[config.mk]
export PLATFORM = sky130hd
export DESIGN_NAME = result_byte_sender_flat
export DESIGN_NICKNAME = d
export VERILOG_FILES = /design/src/rtl/result_byte_sender_if.sv /design/src/rtl/result_byte_sender.sv /design/src/flat_wrapper.sv
export SDC_FILE = /design/constraint.sdc
export NUM_CORES = 1
export LEC_CHECK = 0
export CORE_MARGIN = 10
export CORE_UTILIZATION = 45
export CTS_CLUSTER_SIZE = 28
export DETAILED_ROUTE_END_ITERATION = 10
export DONT_BUFFER_PORTS = 1
export GPL_ROUTABILITY_DRIVEN = 0
export PLACE_DENSITY = 0.57
export SLEW_MARGIN = 10
export SYNTH_ARGS = -nofsm -noshare
export SYNTH_HDL_FRONTEND = slang
export SYNTH_SLANG_ARGS = --single-unit
[constraint.sdc]
create_clock -name clk -period 4.6 [get_ports clk]
set_clock_uncertainty 0.1 [all_clocks]
set_input_delay 0.92 -clock clk [delete_from_list [all_inputs] [get_ports clk]]
set_output_delay 0.92 -clock clk [all_outputs]
set_load 0.02 [all_outputs]
[src/rtl/result_byte_sender_if.sv]
// ============================================================================
// Module : result_byte_sender_if
// Brief  : Byte-wise strobe/acknowledge bus between a result sender and its consumer.
// Rev    : 1.0  initial release
// ============================================================================
`default_nettype none

interface result_byte_sender_if #(
  parameter int WIDTH = 32
);
  logic             start;
  logic [WIDTH-1:0] data;
  logic             carry;
  logic             ack;
  logic [7:0]       out;
  logic             strb;
  logic [2:0]       idx;
  logic             busy;
  logic             done;

  modport master (
    output start, data, carry, ack,
    input  out, strb, idx, busy, done
  );

  modport slave (
    input  start, data, carry, ack,
    output out, strb, idx, busy, done
  );
endinterface

`default_nettype wire

[src/rtl/result_byte_sender.sv]
// ============================================================================
// Module : result_byte_sender
// Brief  : Captures {carry, data} and sends it LSB byte first over a four-phase
//          strb/ack handshake, optionally followed by a carry byte.
// Rev    : 1.0  initial release
// ============================================================================
`default_nettype none

module result_byte_sender #(
  parameter int WIDTH      = 32,
  parameter int SEND_CARRY = 1
) (
  input  wire logic             clk,
  input  wire logic             rst,
  result_byte_sender_if.slave   bus
);

  localparam int       c_NDATA  = WIDTH / 8;
  localparam int       c_NBYTES = c_NDATA + SEND_CARRY;
  localparam logic [2:0] c_LAST = 3'(c_NBYTES - 1);

  localparam logic [1:0] c_IDLE    = 2'd0;
  localparam logic [1:0] c_PRESENT = 2'd1;
  localparam logic [1:0] c_RELEASE = 2'd2;

  logic [1:0]       r_state;
  logic [1:0]       w_state_nxt;
  logic [WIDTH-1:0] r_data;
  logic             r_carry;
  logic [7:0]       r_out;
  logic             r_strb;
  logic [2:0]       r_idx;
  logic             r_busy;
  logic             r_done;

  logic [7:0]       w_out_nxt;
  logic             w_strb_nxt;
  logic [2:0]       w_idx_nxt;
  logic             w_busy_nxt;
  logic             w_done_nxt;
  logic             w_capture;
  logic [2:0]       w_idx_inc;
  logic [7:0]       w_bytes [8];

  // Byte lanes of the shadow copy; slots past the last byte read as zero.
  for (genvar k = 0; k < 8; k++) begin : g_bytes
    if (k < c_NDATA) begin : g_data
      assign w_bytes[k] = r_data[8*k +: 8];
    end else if (k == c_NDATA) begin : g_carry
      assign w_bytes[k] = {7'b0, r_carry};
    end else begin : g_pad
      assign w_bytes[k] = 8'h00;
    end
  end

  assign w_idx_inc = r_idx + 3'd1;
  assign w_capture = (r_state == c_IDLE) && bus.start && !bus.ack;

  always_ff @(posedge clk) begin
    if (rst) begin
      r_state <= c_IDLE;
      r_data  <= '0;
      r_carry <= 1'b0;
      r_out   <= 8'h00;
      r_strb  <= 1'b0;
      r_idx   <= 3'd0;
      r_busy  <= 1'b0;
      r_done  <= 1'b0;
    end else begin
      r_state <= w_state_nxt;
      r_out   <= w_out_nxt;
      r_strb  <= w_strb_nxt;
      r_idx   <= w_idx_nxt;
      r_busy  <= w_busy_nxt;
      r_done  <= w_done_nxt;
      if (w_capture) begin
        r_data  <= bus.data;
        r_carry <= bus.carry;
      end
    end
  end

  always_comb begin
    w_state_nxt = r_state;
    case (r_state)
      c_IDLE:    if (w_capture) w_state_nxt = c_PRESENT;
      c_PRESENT: if (bus.ack) w_state_nxt = c_RELEASE;
      c_RELEASE: if (!bus.ack) w_state_nxt = (r_idx == c_LAST) ? c_IDLE : c_PRESENT;
      default:   w_state_nxt = c_IDLE;
    endcase
  end

  // Next values of the registered outputs; out/idx hold unless a new byte is loaded.
  always_comb begin
    w_out_nxt  = r_out;
    w_strb_nxt = r_strb;
    w_idx_nxt  = r_idx;
    w_busy_nxt = r_busy;
    w_done_nxt = 1'b0;
    case (r_state)
      c_IDLE: begin
        if (w_capture) begin
          w_out_nxt  = bus.data[7:0];
          w_idx_nxt  = 3'd0;
          w_strb_nxt = 1'b1;
          w_busy_nxt = 1'b1;
        end
      end
      c_PRESENT: begin
        if (bus.ack) w_strb_nxt = 1'b0;
      end
      c_RELEASE: begin
        if (!bus.ack) begin
          if (r_idx == c_LAST) begin
            w_busy_nxt = 1'b0;
            w_done_nxt = 1'b1;
          end else begin
            w_idx_nxt  = w_idx_inc;
            w_out_nxt  = w_bytes[w_idx_inc];
            w_strb_nxt = 1'b1;
          end
        end
      end
      default: begin
        w_strb_nxt = 1'b0;
        w_busy_nxt = 1'b0;
      end
    endcase
  end

  assign bus.out  = r_out;
  assign bus.strb = r_strb;
  assign bus.idx  = r_idx;
  assign bus.busy = r_busy;
  assign bus.done = r_done;

endmodule

`default_nettype wire

[src/flat_wrapper.sv]
// flat-port wrapper written by rule: the top's interface ports become plain ports
module result_byte_sender_flat 
#(
  parameter int WIDTH      = 32,
  parameter int SEND_CARRY = 1
)
  (clk, rst, bus_start, bus_data, bus_carry, bus_ack, bus_out, bus_strb, bus_idx, bus_busy, bus_done);
  result_byte_sender_if #(.WIDTH(WIDTH)) bus_i ();
  input  wire logic clk;
  input  wire logic rst;
  input wire logic [$bits(bus_i.start)-1:0] bus_start;
  input wire logic [$bits(bus_i.data)-1:0] bus_data;
  input wire logic [$bits(bus_i.carry)-1:0] bus_carry;
  input wire logic [$bits(bus_i.ack)-1:0] bus_ack;
  output wire logic [$bits(bus_i.out)-1:0] bus_out;
  output wire logic [$bits(bus_i.strb)-1:0] bus_strb;
  output wire logic [$bits(bus_i.idx)-1:0] bus_idx;
  output wire logic [$bits(bus_i.busy)-1:0] bus_busy;
  output wire logic [$bits(bus_i.done)-1:0] bus_done;
  assign bus_i.start = bus_start;
  assign bus_i.data = bus_data;
  assign bus_i.carry = bus_carry;
  assign bus_i.ack = bus_ack;
  assign bus_out = bus_i.out;
  assign bus_strb = bus_i.strb;
  assign bus_idx = bus_i.idx;
  assign bus_busy = bus_i.busy;
  assign bus_done = bus_i.done;
  result_byte_sender #(.WIDTH(WIDTH), .SEND_CARRY(SEND_CARRY)) u_core (.clk(clk), .rst(rst), .bus(bus_i));
endmodule
==> reports/summary.log, run 1 <==
INFO  synth          synth_fp_nets=293
INFO  floorplan      die_w=90.7um
INFO  power_and_ir_drop power.clock.fraction=31.3%
INFO  power_and_ir_drop combinationalPowerShare=8.4%
INFO  critical_path  worst-path-max-fanout=13
INFO  critical_path  worstPathArrival=2860ps
INFO  critical_path  critPathBufInv=1
INFO  global_routing maximum_number_of_pins_on_one_net_before_global_route_repair=48
INFO  synth          netlist.area_leader.share=43.6%
INFO  clocking       cts.htree.levels=2
INFO  timing         final_period_minus_worst_setup_slack=2760ps
INFO  global_routing antenna_found_initial=0
INFO  detailed_routing vias_per_cell=5.70
INFO  synth          synth_area=2250um2
INFO  synth          post_synth_inst_count=254
INFO  clocking       clock_insertion_delay_worst_skew=300ps
INFO  floorplan      die-area=8230um2
INFO  synth          synthFlopType=dfxtp_1
INFO  timing         worst_slew_margin_rel=25.1%
INFO  cells_and_area layout_overhead_on_the_synthesized_area=0.778%
INFO  timing         hold-worst-slack=352ps
INFO  timing         final-setup-viol-count=0
INFO  detailed_routing antenna_violating_nets_post_route=0
INFO  synth          synthDistinctLibCells=41
INFO  synth          asyncSetResetFlopFracSynth=0%
INFO  synth          yosys-top-cells-area=dfxtp_1 44%, nand2_1 12%, a21oi_1 8.2%, mux4_2 8.0%, buf_6 4.0%
INFO  critical_path  critical_path.startpoint_type=flop
INFO  critical_path  timing.critical_path.required=4700ps
INFO  power_and_ir_drop total_switching_power=201uW
INFO  cells_and_area layout_net_count=279
INFO  synth          synth_edf_count=0
INFO  clocking       clk_transition_reported_paths=80ps
INFO  critical_path  critPathCaptureType=flop
INFO  cells_and_area antennaDiodeCount=0
INFO  clocking       tritoncts.num_buffers=5
INFO  synth          synthDominantAreaCellType=dfxtp_1
INFO  synth          synth.yosys.warnings=0
INFO  power_and_ir_drop powerDensity=345nW/um2
INFO  cells_and_area drive_gt1_share=7.88%
INFO  timing         min_period_over_period=60.1%
INFO  clocking       cts_hold_buf=0
INFO  cells_and_area design_area=2270um2
INFO  detailed_routing tritonroute_pass_1_iters=4
INFO  power_and_ir_drop leakage=0.000778uW
INFO  clocking       root_buffer=clkbuf_8
INFO  critical_path  cp_slowest_cell=dfxtp_1
INFO  clocking       cts_sinks=49
INFO  place          dp_hpwl=3870um
INFO  global_routing global_route.overflow_total=0
INFO  synth          synth.yosys.seq_area_share=43.6%
INFO  detailed_routing remaining_drc_errors=0
INFO  clocking       cts_max_path_buffers=2
INFO  floorplan      die_h=90.7um
INFO  timing         worstMarginPinSlew=1120ps
INFO  floorplan      std_cell_rows=25
INFO  cells_and_area postLayoutCoreUtil=47.4%
INFO  timing         setup_tns=0ps
INFO  run            timing.max_cap.violations=0
INFO  detailed_routing first_iter_violations=185
INFO  place          postPlaceCellArea=2190um2
INFO  timing         final-hold-violation-count=0
INFO  global_routing grt_first_pass_wirelength=8850um
INFO  detailed_routing drt_wl_total=5580um
INFO  synth          post_synth.cell_area_avg=8.87um2
INFO  critical_path  critical_path.max_stage_delay=870ps
INFO  power_and_ir_drop p_int=581uW
INFO  outcome        outcome=finished clean
INFO  power_and_ir_drop power.share.sequential=60.4%
INFO  place          place.port_buffers=0
INFO  timing         max_clock_freq=0.362GHz
INFO  detailed_routing routed_vias=1755
INFO  clocking       post-cts-setup-buffers=0
INFO  timing         grt_setup_unrepaired=no
INFO  timing         report.final.slew_viol_count=0
INFO  synth          ys_seq_elements=49
INFO  floorplan      start_util=47.1%
INFO  global_routing first_global_vias=1702
INFO  critical_path  critical_setup_path_class=reg -> reg
INFO  critical_path  path_cells=inv_1, ha_1, mux4_2, nand3b_1, a41o_1
INFO  floorplan      core=4790um2
INFO  clocking       post_cts_resize_count=0
INFO  min_path       timing.hold.worst.class=reg -> reg
INFO  critical_path  crit_family=flip-flops
INFO  floorplan      io-pin-count=51
INFO  power_and_ir_drop switching_share=25.7%
INFO  power_and_ir_drop peakVddDrop=0.206mV
INFO  global_routing grtUsageTotal=13.3%
INFO  clocking       cts_tree=done
INFO  detailed_routing drt-wirelength-per-cell=18.1um
## per-layer routing
layer  track usage, %  vias to the layer above  share of wire [%]
met3             6.32                        5                 11
met1             16.1                      825                 43
met2             20.2                       59                 45
met4             4.11                        0               0.84
li1                 -                      866                  -
met5                0                        -                  0
## Yosys cell counts, types with 3 or more instances
cell and number:
nor2_1 4, dfxtp_1 49, a311oi_1 7, a21oi_1 37, nand2_1 74, buf_6 8, inv_1 4, nand3_1 8
mux4_2 8, clkbuf_1 8, nor3b_1 3, buf_4 3, a31oi_1 7
## logic make-up (layout without fill, tap and decap cells)
kind of cell | count (synthesis) | in the layout | synth area share, %
mux | 8 | 8 | 8.00
flops | 49 | 49 | 43.6
simple gates | 105 | 105 | 22.1
fa+ha+maj | 2 | 2 | 1.11
compound gates | 62 | 62 | 16.8
xor+xnor | 2 | 2 | 0.778
buf+inv | 26 | 13 | 7.61
## registers in the layout, indices dropped and copies added, names as in the netlist
| register | flops |
|---|---|
| u_core.r_carry | 1 |
| u_core.bus.done | 1 |
| u_core.bus.out | 8 |
| u_core.r_data | 32 |
| u_core.bus.idx | 3 |
| u_core.bus.strb | 1 |
| u_core.bus.busy | 1 |
| u_core.r_state | 2 |
## path summary, 6_finish.rpt
| check | from | endpoint | slack [ps] | cells after the start |
|---|---|---|---|---|
| max | u_core.bus.idx[0]$_SDFFE_PP0P_ | u_core.bus.out[0]$_SDFFE_PP0P_ | 1840 | 5 |
| min | u_core.r_data[4]$_SDFFE_PP0P_ | u_core.r_data[4]$_SDFFE_PP0P_ | 350 | 2 |
| max reg2reg | u_core.bus.idx[0]$_SDFFE_PP0P_ | u_core.bus.out[0]$_SDFFE_PP0P_ | 1840 | 5 |
| min reg2reg | u_core.r_data[4]$_SDFFE_PP0P_ | u_core.r_data[4]$_SDFFE_PP0P_ | 350 | 2 |
## stage by stage
stage | power (uW) | worst slack, ps | instances
6_report | 782 | 1840 | 308
5_1_grt | 821 | 1590 | 308
4_1_cts | 793 | 1790 | 308
3_5_place_dp | 549 | 1810 | 300
3_3_place_gp | 548 | 1850 | 300
2_1_floorplan | 546 | 2330 | 254
## worst reg2reg max path, stage by stage (launching register included)
cell and delay, ps:
dfxtp_1 870, inv_1 150, ha_1 600, mux4_2 550
nand3b_1 160, a41o_1 240
## cell type report
type                            instances  area (um2)
Tap cell                               67        83.8
Timing Repair Buffer                    1        7.51
Multi-Input combinational cell        179        1100
Sequential cell                        49         981
Clock inverter                          2        10.0
Fill cell                             489        2520
Inverter                                4        15.0
Clock buffer                            6        72.6
## power by group through the flow
stage	Clock, uW	Combinational, uW	Sequential, uW
2_1_floorplan	0	72.6	473
4_1_cts	254	66.2	473
5_1_grt	270	74.4	476
6_report	244	65.3	472
3_3_place_gp	0	65.1	483
3_5_place_dp	0	66.0	483
## cell usage in the layout (no fill, tap or decap), types with 2 or more instances in the layout
master / count
inv_1: 4
o31ai_1: 2
a311oi_1: 7
a31oi_1: 7
mux4_2: 8
nor2_1: 4
and3_1: 2
nor3b_1: 3
nand4b_1: 2
nand2_1: 74
ha_1: 2
dfxtp_1: 49
clkinv_2: 2
a21oi_1: 37
clkbuf_8: 5
nand3_1: 8
o21ai_0: 2
Note: power is estimated with default switching activity, not from simulation.
==> run 2, diff against run 1 <==
Clock period 4.6 ns to 2.82 ns, I/O delays scaled along.
==> run 2 against run 1 <==
Effect of this change: hold slack worse by 130 ps; total power up 66%; core utilization up 0.81 points; critical path depth unchanged; clock power up 73%; sequential power up 63%; worst setup slack worse by 1200 ps; first-iteration DRC count down 8.6%; highest routed layer unchanged.
==> reports/summary.log, run 2 (synthesis results as in run 1) <==
INFO  timing         final-hold-violation-count=0
INFO  floorplan      die-area=8230um2
INFO  critical_path  startpoint=u_core.bus.idx[1]$_SDFFE_PP0P_
INFO  critical_path  critPathBufInv=1
INFO  clocking       clk_transition_reported_paths=90ps
INFO  timing         grt_setup_unrepaired=no
INFO  clocking       cts.htree.levels=2
INFO  global_routing global_route.overflow_total=0
INFO  clocking       post-cts-setup-buffers=0
INFO  detailed_routing routed_vias=1755
INFO  detailed_routing drt-wirelength-per-cell=18.3um
INFO  floorplan      io-pin-count=51
INFO  power_and_ir_drop leakage=0.000801uW
INFO  run            timing.max_cap.violations=0
INFO  critical_path  setup.reg_to_reg.worst_slack=650ps
INFO  detailed_routing first_iter_violations=169
INFO  power_and_ir_drop total_power=1300uW
INFO  cells_and_area antennaDiodeCount=0
INFO  clocking       tritoncts.num_buffers=5
INFO  clocking       cts_hold_buf=0
INFO  floorplan      std_cell_rows=25
INFO  clocking       clock_insertion_delay_worst_skew=300ps
INFO  critical_path  path_cells=inv_1, ha_1, mux4_2, nand3b_1, a41o_1
INFO  detailed_routing drt_wl_total=5710um
INFO  clocking       root_buffer=clkbuf_8
INFO  clocking       cts_tree=done
INFO  min_path       holdPathStages=1
INFO  detailed_routing tritonroute_pass_1_iters=4
INFO  detailed_routing vias_per_cell=5.63
INFO  global_routing grt_first_pass_wirelength=9030um
INFO  timing         setup_tns=0ps
INFO  critical_path  worst_flop_to_flop_path_endpoint=u_core.bus.out[0]$_SDFFE_PP0P_
INFO  global_routing grtUsageTotal=13.5%
INFO  timing         worst_slew_margin_rel=60.1%
INFO  outcome        outcome=finished clean
INFO  cells_and_area regArea=981um2
INFO  cells_and_area multi_input_comb_area=1100um2
INFO  floorplan      start_util=47.1%
INFO  critical_path  critical_path.reg2reg.startpoint=u_core.bus.idx[1]$_SDFFE_PP0P_
INFO  floorplan      core=4790um2
INFO  cells_and_area postLayoutCoreUtil=48.2%
INFO  critical_path  critical_setup_path_class=reg -> reg
INFO  timing         report.final.slew_viol_count=0
INFO  cells_and_area mostFrequentLayoutCells=74 x nand2_1, 49 x dfxtp_1, 37 x a21oi_1
INFO  critical_path  cp-endpoint=u_core.bus.out[0]$_SDFFE_PP0P_
INFO  cells_and_area fillCellCount=486
INFO  cells_and_area layout_net_count=283
INFO  critical_path  timing.critical_path.required=2920ps
INFO  power_and_ir_drop powerDensity=564nW/um2
INFO  timing         min_period_over_period=76.9%
INFO  place          post-place-ws=639ps
INFO  global_routing maximum_number_of_pins_on_one_net_before_global_route_repair=48
INFO  clocking       post_cts_resize_count=0
INFO  critical_path  cp_slowest_cell=mux4_2
INFO  critical_path  worstPathArrival=2270ps
INFO  floorplan      die_h=90.7um
INFO  critical_path  critical_path_stages=5
INFO  place          dp_hpwl=3940um
INFO  detailed_routing antenna_violating_nets_post_route=0
INFO  cells_and_area reg_with_most_ffs=u_core.r_data
INFO  cells_and_area largest_register_ffs=32
INFO  min_path       timing.hold.worst.class=in -> reg
INFO  timing         post_layout_worst_setup_margin=653ps
INFO  cells_and_area layout_overhead_on_the_synthesized_area=2.50%
INFO  clocking       cts_sinks=49
INFO  critical_path  critical_path.startpoint_type=flop
INFO  timing         final_period_minus_worst_setup_slack=2170ps
INFO  cells_and_area drive_gt1_share=9.80%
INFO  global_routing first_global_vias=1718
INFO  cells_and_area final_common_cell=nand2_1
INFO  critical_path  worst_reg2reg_path_depth=5
INFO  clocking       cts_max_path_buffers=2
INFO  floorplan      die_w=90.7um
INFO  critical_path  critPathCaptureType=flop
INFO  critical_path  crit_family=multiplexers
INFO  detailed_routing remaining_drc_errors=0
INFO  critical_path  worst-path-max-fanout=6
INFO  power_and_ir_drop peakVddDrop=0.303mV
INFO  timing         final-setup-viol-count=0
INFO  place          place.port_buffers=0
INFO  timing         worstMarginPinSlew=596ps
INFO  timing         max_clock_freq=0.461GHz
INFO  critical_path  critical_path.max_stage_delay=530ps
INFO  global_routing antenna_found_initial=0
## run 2: cell count changes in the layout (fill, tap and decap cells not counted)
cell	previous run	this run
clkinv_2	2	1
clkbuf_1	1	0
buf_4	1	5
clkinv_4	0	2
## run 2: worst min path at each step
stage,slack [ps],end,from
2_1_floorplan,330,u_core.r_data[0]$_SDFFE_PP0P_,u_core.r_data[0]$_SDFFE_PP0P_
3_5_place_dp,340,u_core.r_data[0]$_SDFFE_PP0P_,u_core.r_data[0]$_SDFFE_PP0P_
5_1_grt,210,u_core.r_data[14]$_SDFFE_PP0P_,rst
3_3_place_gp,340,u_core.r_data[21]$_SDFFE_PP0P_,u_core.r_data[21]$_SDFFE_PP0P_
6_report,230,u_core.bus.idx[1]$_SDFFE_PP0P_,rst
4_1_cts,210,u_core.r_data[26]$_SDFFE_PP0P_,rst
## run 2: cell type report
class | count | area share, %
clock inverter | 3 | 0.976
inverter | 4 | 0.650
tap | 67 | 3.63
timing repair buffer | 5 | 1.63
sequential | 49 | 42.5
clock buffer | 5 | 2.98
multi-input combinational | 179 | 47.6
## run 2: stage by stage
| step | instance area, um2 | std cells | hold slack [ps] |
|---|---|---|---|
| floorplan | 2250 | 254 | 333 |
| global placement | 2220 | 304 | 337 |
| detailed placement | 2220 | 304 | 338 |
| CTS | 2310 | 312 | 208 |
| global route | 2310 | 312 | 206 |
| finish | 2310 | 312 | 226 |
## run 2: where the power goes
group	total (uW)	switching, uW	internal (uW)
logic	110	61.5	49.0
clock network	423	246	176
registers	769	41.1	728
total	1300	349	953
## run 2: routing by layer
metal | GRT usage, % | up-vias | part of all wire (%)
li1 | - | 873 | -
met1 | 16.4 | 831 | 45
met2 | 21.3 | 49 | 46
met4 | 3.58 | 0 | 0.67
met3 | 5.57 | 2 | 8.5
met5 | 0 | - | 0
==> run 3, diff against run 2 <==
Settings changed: PLACE_DENSITY 0.57 to 0.59.
Clock period 2.82 ns to 1.8 ns, I/O delays scaled along.
==> run 3 against run 2 <==
Effect of this change: die area is the same; highest routed layer unchanged; largest power group unchanged; non-clock buffer count grew 13; sequential power grew 56%; flip-flop and latch count is the same; critical path type unchanged; register-to-register slack lost 560 ps; total power grew 74%; first-iteration DRC count shrank 1.2%; critical path depth is the same.
==> reports/summary.log, run 3 (synthesis results as in run 1) <==
INFO  global_routing global_routing_usage_on_met3=5.15%
INFO  place          dp_hpwl=4170um
INFO  timing         worstMarginPinSlew=429ps
INFO  timing         final_period_minus_worst_setup_slack=1710ps
INFO  critical_path  worst-path-max-fanout=4
INFO  critical_path  critPathCaptureType=flop
INFO  critical_path  critical_path.startpoint_type=flop
INFO  critical_path  worstPathArrival=1810ps
INFO  place          post-place-ws=23.6ps
INFO  cells_and_area regArea=986um2
INFO  global_routing grtUsageMet1=18.1%
INFO  detailed_routing first_iter_violations=167
INFO  timing         worst_slew_margin_rel=71.3%
INFO  timing         final-hold-violation-count=0
INFO  floorplan      die_w=90.7um
INFO  detailed_routing drt_wl_total=5710um
INFO  run            timing.max_cap.violations=0
INFO  power_and_ir_drop leakage=0.000894uW
INFO  floorplan      start_util=47.1%
INFO  cells_and_area fillCellCount=496
INFO  floorplan      io-pin-count=51
INFO  timing         post_layout_worst_setup_margin=89.4ps
INFO  clocking       tritoncts.num_buffers=5
INFO  timing         setup_tns=0ps
INFO  critical_path  critical_setup_path_class=reg -> reg
INFO  clocking       cts.htree.levels=2
INFO  global_routing grt-busiest-layer=met2
INFO  cells_and_area layout_overhead_on_the_synthesized_area=9.94%
INFO  outcome        outcome=finished clean
INFO  detailed_routing tritonroute_pass_1_iters=4
INFO  timing         final-setup-viol-count=0
INFO  global_routing grt.met2_usage=19.7%
INFO  detailed_routing drt-wirelength-per-cell=17.6um
INFO  timing         grt_setup_unrepaired=no
INFO  power_and_ir_drop powerDensity=913nW/um2
INFO  timing         max_clock_freq=0.585GHz
INFO  critical_path  timing.critical_path.required=1900ps
INFO  clocking       post_cts_resize_count=0
INFO  cells_and_area largest_register_ffs=32
INFO  global_routing grt_first_pass_wirelength=9140um
INFO  timing         report.final.slew_viol_count=0
INFO  detailed_routing routed_vias=1828
INFO  detailed_routing antenna_violating_nets_post_route=0
INFO  cells_and_area antennaDiodeCount=0
INFO  floorplan      core=4790um2
INFO  clocking       cts_hold_buf=0
INFO  cells_and_area layout_net_count=296
INFO  clocking       root_buffer=clkbuf_8
INFO  global_routing global_route.overflow_total=0
INFO  clocking       clk_transition_reported_paths=90ps
INFO  detailed_routing remaining_drc_errors=0
INFO  cells_and_area reg_with_most_ffs=u_core.r_data
INFO  floorplan      std_cell_rows=25
INFO  floorplan      die_h=90.7um
INFO  global_routing antenna_found_initial=0
INFO  cells_and_area multi_input_comb_area=1110um2
INFO  global_routing grtUsageTotal=13.7%
INFO  cells_and_area final_common_cell=nand2_1
INFO  floorplan      die-area=8230um2
INFO  clocking       cts_sinks=49
INFO  cells_and_area mostFrequentLayoutCells=74 x nand2_1, 47 x dfxtp_1, 37 x a21oi_1
INFO  global_routing first_global_vias=1784
INFO  clocking       cts_tree=done
INFO  place          place.port_buffers=0
INFO  clocking       clock_insertion_delay_worst_skew=300ps
INFO  detailed_routing vias_per_cell=5.62
INFO  global_routing maximum_number_of_pins_on_one_net_before_global_route_repair=48
INFO  clocking       cts_max_path_buffers=2
INFO  cells_and_area drive_gt1_share=15.9%
INFO  min_path       timing.hold.worst.class=in -> reg
INFO  timing         min_period_over_period=95.0%
INFO  power_and_ir_drop peakVddDrop=0.538mV
run 3: cell types whose count changed in the layout (fill, tap and decap cells not counted), sizes merged:
cell / delta
buf: +13
clkinv: -2
bufinv: +1
clkbuf: +1
run 3: final timing paths:
| kind | slack (ps) | start | to | depth (start not counted) |
|---|---|---|---|---|
| worst max register to register | 90 | u_core.bus.idx[0]$_SDFFE_PP0P_ | u_core.bus.out[0]$_SDFFE_PP0P_ | 5 |
| worst max-delay path | 90 | u_core.bus.idx[0]$_SDFFE_PP0P_ | u_core.bus.out[0]$_SDFFE_PP0P_ | 5 |
| worst min-delay path | 20 | rst | u_core.bus.idx[2]$_SDFFE_PP0P_ | 1 |
| worst min register to register | 350 | u_core.r_data[29]$_SDFFE_PP0P_ | u_core.r_data[29]$_SDFFE_PP0P_ | 2 |
run 3: report_power, final:
part / total [uW] / switching (uW) / internal [uW]
clock: 862 / 365 / 496
combinational: 200 / 105 / 94.9
sequential: 1200 / 60.5 / 1140
total: 2260 / 531 / 1730
run 3: cell type report:
type	count	share of cell area (%)
timing repair buffer	18	5.96
clock inverter	2	1.41
multi-input combinational	179	44.9
sequential	49	39.8
inverter	4	0.707
tap	67	3.39
clock buffer	6	3.79
run 3: critical path, stage by stage, from the launching register on:
cell      delay, ps
dfxtp_4         380
inv_4            40
ha_4            270
mux4_2          470
nand3b_1        170
a41o_1          190
run 3: stage by stage:
stage | total power (uW) | cell area, um2 | utilization (%) | hold WS [ps] | instances
floorplan | 1400 | 2280 | - | 333 | 254
global placement | 1420 | 2340 | 48.9 | 333 | 316
detailed placement | 1430 | 2340 | 48.9 | 335 | 316
CTS | 2280 | 2470 | 51.6 | 11.1 | 324
global route | 2350 | 2480 | 51.7 | 2.48 | 325
finish | 2260 | 2480 | 51.7 | 15.9 | 325
run 3: repair_timing:
| action | 4_1_cts | 5_1_grt |
|---|---|---|
| endpoints found under the setup margin | 0 | 1 |
| setup buffers | 0 | 1 |
| endpoints found under the hold margin | 0 | 0 |
run 3: metal layers:
metal | vias up | wire length [um]
met3 | 9 | 447
met2 | 56 | 2450
li1 | 897 | -
met5 | - | 0
met4 | 0 | 87
met1 | 866 | 2720
